## src/rtl/sreg_deser.sv

```systemverilog
// Parametrised serial-to-parallel deserialiser with a valid/ready holding register and sticky overrun.
// Define SREG_DESER_PARITY_EN to receive and check one trailing parity bit per word.
module sreg_deser #(
  parameter int unsigned WIDTH      = 8,
  parameter int unsigned LSB_FIRST  = 1,
  parameter int unsigned PARITY_ODD = 0,
  localparam int unsigned CW        = $clog2(WIDTH + 2)
) (
  input  logic             Clk,
  input  logic             Rst,
  input  logic             Ena,
  input  logic             Din,
  input  logic             Clear,
  output logic [WIDTH-1:0] Qout,
  output logic             Qvalid,
  input  logic             Qready,
  output logic             Overrun,
  input  logic             OvrClr,
  output logic             Perr,
  output logic [CW-1:0]    Count
);

`ifdef SREG_DESER_PARITY_EN
  localparam int unsigned N = WIDTH + 1;
`else
  localparam int unsigned N = WIDTH;
`endif
  localparam logic [CW-1:0] LAST = CW'(N - 1);

  if (WIDTH < 2 || PARITY_ODD > 1) begin : g_cfg_check
    $error("sreg_deser: WIDTH must be >= 2 and PARITY_ODD must be 0 or 1");
  end

  logic [WIDTH-1:0] sreg_q, sreg_d, shifted, sreg_step, word;
  logic [WIDTH-1:0] qout_q, qout_d;
  logic [CW-1:0]    count_q, count_d;
  logic             qvalid_q, qvalid_d;
  logic             ovr_q, ovr_d;
  logic             done, accept;

  always_comb begin
    shifted = (LSB_FIRST != 0) ? {Din, sreg_q[WIDTH-1:1]} : {sreg_q[WIDTH-2:0], Din};
    done    = Ena && !Clear && (count_q == LAST);
`ifdef SREG_DESER_PARITY_EN
    // The final bit is parity: it completes the word but is never shifted into the data.
    word      = sreg_q;
    sreg_step = (count_q == LAST) ? sreg_q : shifted;
`else
    word      = shifted;
    sreg_step = shifted;
`endif
    accept = done && (!qvalid_q || Qready);

    sreg_d  = sreg_q;
    count_d = count_q;
    if (Clear) begin
      sreg_d  = '0;
      count_d = '0;
    end else if (Ena) begin
      sreg_d  = sreg_step;
      count_d = done ? '0 : count_q + CW'(1);
    end

    qout_d   = accept ? word : qout_q;
    qvalid_d = accept ? 1'b1 : (Qready ? 1'b0 : qvalid_q);
    ovr_d    = (done && qvalid_q && !Qready) ? 1'b1 : (OvrClr ? 1'b0 : ovr_q);
  end

  always_ff @(posedge Clk) begin
    if (Rst) begin
      sreg_q   <= '0;
      count_q  <= '0;
      qout_q   <= '0;
      qvalid_q <= 1'b0;
      ovr_q    <= 1'b0;
    end else begin
      sreg_q   <= sreg_d;
      count_q  <= count_d;
      qout_q   <= qout_d;
      qvalid_q <= qvalid_d;
      ovr_q    <= ovr_d;
    end
  end

`ifdef SREG_DESER_PARITY_EN
  logic perr_q, perr_d;

  always_comb begin
    perr_d = perr_q;
    if (accept) perr_d = ((^sreg_q) ^ Din) != (PARITY_ODD != 0);
  end

  always_ff @(posedge Clk) begin
    if (Rst) perr_q <= 1'b0;
    else     perr_q <= perr_d;
  end

  assign Perr = perr_q;
`else
  assign Perr = 1'b0;
`endif

  assign Qout    = qout_q;
  assign Qvalid  = qvalid_q;
  assign Overrun = ovr_q;
  assign Count   = count_q;

endmodule

```

## config.mk

```make
export PLATFORM = sky130hd
export DESIGN_NAME = sreg_deser
export DESIGN_NICKNAME = d
export VERILOG_FILES = /design/src/rtl/sreg_deser.sv
export SDC_FILE = /design/constraint.sdc
export NUM_CORES = 1
export LEC_CHECK = 0
export ABC_CLOCK_PERIOD_IN_PS = 4300
export CELL_PAD_IN_SITES_DETAIL_PLACEMENT = 1
export CELL_PAD_IN_SITES_GLOBAL_PLACEMENT = 1
export CORE_MARGIN = 1.5
export CORE_UTILIZATION = 38
export DETAILED_ROUTE_END_ITERATION = 8
export PLACE_DENSITY = 0.76
export SLEW_MARGIN = 20
export SYNTH_ARGS = -nofsm -noshare
export SYNTH_HDL_FRONTEND = slang
export SYNTH_SLANG_ARGS = --single-unit
export TNS_END_PERCENT = 5
```

## constraint.sdc

```tcl
create_clock -name Clk -period 4.3 [get_ports Clk]
set_input_delay 0.645 -clock Clk [delete_from_list [all_inputs] [get_ports Clk]]
set_output_delay 0.645 -clock Clk [all_outputs]
set_load 0.02 [all_outputs]
```

# Word level (Yosys, flattened, before mapping)
# Index checks and enable logic that the tools add are counted.
# word_totals
word_cells	24
register_bits	22
output_inout_bits	15
in_bits	7
# op_classes
reduce_logical	12
addsub	1
eq_ne	1
muxes	5
# op_table
operator	n
$logic_and A1 B1 Y1	5
$add A4 B1 Y4 const B	1
$eq A4 B3 Y1 const B	1
$mux W1	4
$mux W4	1
$reduce_bool A2 Y1	2
$logic_not A1 Y1	3
$reduce_or A2 Y1	1
$logic_or A1 B1 Y1	1

# Logic depth before layout (Yosys ltp)
# logic_depth
word_depth	6
mapped_depth	5
mapped_depth_nobuf	4

# Worst setup path before layout
# No wires, ideal clock.
# synth_path
path_type	reg2reg
from	register count_q[0] (netlist: Count[0])
to	register qout_q[0] (netlist: Qout[0])
setup_ps	72
n_path_buf	1
arrival_time_ps	1566
stages_incl_launch_ff	6
period_less_slack_ps	1638
slack_ps	2662
required_ps	4228
path_cell_list	dfxtp_1 -> ha_1 -> or3b_4 -> nor3b_2 -> buf_6 -> mux2i_1
# synth_between
elab_chain_cells	3
# synth_lines
element	line	source
start: declaration	36	logic [CW-1:0] count_q, count_d;
start signal: assignment	78	count_q <= count_d;
$eq A4 B3 Y1	43	done = Ena && !Clear && (count_q == LAST);
$logic_and A1 B1 Y1	43	
$logic_and A1 B1 Y1	52	accept = done && (!qvalid_q || Qready);
end signal: assignment	79	qout_q <= qout_d;
end: declaration	35	logic [WIDTH-1:0] qout_q, qout_d;
# Every way passes these cells.
# A chain may end at the register's enable or synchronous reset.

# Worst setup path after layout
# layout_path
from	input Ena
to	register qout_q[4] (netlist: Qout[4])
# layout_between
elab_chain_cells	3
# layout_lines
element	line	source
start: declaration	11	input logic Ena,
$logic_and A1 B1 Y1 (2 in a row)	43	
$logic_and A1 B1 Y1	52	
# Every way passes these cells.

==> reports/results.ini <==
[synthesis]
netlist_instances = 88
syn_nets = 96
synth-seq-area-share_pct = 46.9
yosys_warnings = 0
synth_top_area_share_pct = 46.9
synth_top_cells_by_count = dfxtp_1 (21), nand2b_1 (18), mux2i_1 (16)
yosys.cell_types.count = 23
synth-async-reset-ratio_pct = 0
synthFlopType = dfxtp_1
synth_area_leaders = dfxtp_1 (47%), mux2i_1 (18%), nand2b_1 (13%)
netlist_area_um2 = 896
syn-mean-instance-area_um2 = 10.2
yosysTopAreaCell = dfxtp_1
yosysMostFrequentCell = dfxtp_1
synth_edf_count = 0
ys_ff_latch = 21

[detailed_routing]
wirelength_mm = 1.66
route.vias.total = 644
drt_drc_violations_left = 0
detail_route.wl_per_cell_um = 12.4
drt_first_iter_violations = 4
detail-route-antenna-nets = 0
drtPass1Iterations = 4
avgViaCountPerCell = 4.81

[timing]
finalClockSkew_ps = 2.47
timing.fmax_mhz = 405
final-setup-viol-count = 0
worst_slew_pin_slew_ps = 824
fin_ws_ps = 1830
final_hold_viol_count = 0
slew_headroom_pct = 44.8
fin_crit_sh_pct = 57.4
setup_tns_ps = 0
slew_viol_final = 0
rsz0062_at_grt = false
fin_crit_ps = 2470

[worst_setup_path]
cpPeakStageDelay_ps = 840
critPathKind = in2reg
cp.arrival_ps = 2690
endpoint_kind = flop
cp_cell_sequence = clkdlybuf4s50_1 -> nand2_1 -> nor3b_2 -> mux2i_1
cp.required_ps = 4520
crit_fanout = 13
critPathSlowestCell = clkdlybuf4s50_1
crit_path_start_kind = primary input

[clock_tree]
hold_buffers = 0
clkTransAtPathRegs_ps = 110
cts.path.max_buffers = 2
cts.sinks = 21
clock_latency_ps = 300
cts-buffers-inserted = 3
root_buffer = clkbuf_4
postCtsSetupBuffers = 0
cts-resized-gates = 0
tritoncts = yes
htree_levels = 1

[grt]
grt_use_met1_pct = 15.8
grt.busiest_layer = met2
grt_antenna_before_repair = 0
grt_pass1_vias = 657
met2_usage_pct = 25.6
gr-total-overflow = 0
met3_usage_pct = 3.45
grt_pass1_wl_mm = 2.75
grt.total_usage_pct = 14.5
grt_max_degree = 21

[floorplanning]
rows = 17
coreArea_um2 = 2210
chipHeight_um = 51.6
die-area_um2 = 2660
design.portCount = 22
die_x_um = 51.6
start_util_pct = 40.5

[power_and_ir_drop]
switching_share_pct = 21.5
p_leak_nw = 0.386
clockPowerShare_pct = 29.6
cell_internal_pwr_mw = 0.243
vdd_drop_max_mv = 0.136
p_comb_share_pct = 6.9
p_switching_mw = 0.0665
seqPwrFrac_pct = 63.5
power_density_nw_per_um2 = 276

[placed_design]
port_buffers = 20
dpl_worst_slack_ps = 1470
detailed_place_hpwl_mm = 1.26
routabilityCongestion = 0.659

[status]
status = finished, final reports clean

[job]
cap_violations = 0

[cells_and_area]
nNetsFinal = 115
final_util_pct = 50.7
areaGrowthSynthToFinish_pct = 25.3
drive_above_1_share_pct = 7.55
n_antenna_cell = 0

[min_path]
hp-class = reg2reg

## power by group through the flow
stage | logic [mW] | registers [mW] | clock network, mW
floorplan | 0.0127 | 0.202 | 0
global placement | 0.0209 | 0.201 | 0
detailed placement | 0.0216 | 0.201 | 0
CTS | 0.0216 | 0.197 | 0.0989
global route | 0.0227 | 0.197 | 0.105
finish | 0.0212 | 0.197 | 0.0918
## through the flow
| step | std cells | power [mW] | hold slack (ps) | instance area (um^2) |
|---|---|---|---|---|
| floorplan | 88 | 0.214 | 451 | 896 |
| global placement | 130 | 0.222 | 461 | 1100 |
| detailed placement | 130 | 0.223 | 467 | 1100 |
| CTS | 134 | 0.317 | 489 | 1120 |
| global route | 134 | 0.325 | 503 | 1120 |
| finish | 134 | 0.310 | 481 | 1120 |
## critical path, delay by kind of cell
family                 cells  cell delay (ps)
multiplexers               1              290
AND/OR/NAND/NOR            2              910
buffers and inverters      1              840
## area by class of cell
class	instances	area, um^2
flip-flops and latches	21	420
repair buffers	20	200
well taps	28	35.0
multi-input cells	61	440
fillers	259	1090
clock buffers	4	26.3
## metal layers
layer	up-vias	wire length, um
met2	10	868
met1	309	741
met3	2	41
li1	323	-
met4	0	9
met5	-	0
## state kept, by name, indices dropped and copies added (netlist names)
register	count
Qout	8
sreg_q	7
Count	4
Overrun	1
Qvalid	1
## cells in the final DEF (no fill, tap or decap), types with 2 or more instances in the layout
| cell type | count |
|---|---|
| nor2_1 | 10 |
| xor2_1 | 2 |
| nand2b_1 | 18 |
| clkdlybuf4s50_1 | 20 |
| clkbuf_4 | 3 |
| nand2_1 | 2 |
| dfxtp_1 | 21 |
| mux2i_1 | 16 |
## kinds of logic after synthesis
group / synth area share, %
DFF: 46.9
xor gates and xnor gates: 1.96
adders and majority gates: 1.40
muxes: 17.9
other: 0.419
and+or+nand+nor: 24.9
buffers and inverters: 3.91
AOI/OAI and AO/OA: 2.65
## final timing paths
check / startpoint / end / slack, ps / cells after the start
worst max-delay path: Ena / Qout[4]$_SDFFE_PP0P_ / 1830 / 4
worst min-delay path: Qout[0]$_SDFFE_PP0P_ / Qout[0]$_SDFFE_PP0P_ / 480 / 2
worst max register to register: Count[0]$_SDFFE_PP0P_ / Qout[4]$_SDFFE_PP0P_ / 2220 / 4
worst min register to register: Qout[0]$_SDFFE_PP0P_ / Qout[0]$_SDFFE_PP0P_ / 480 / 2
Power figures use the tool's default switching activity.
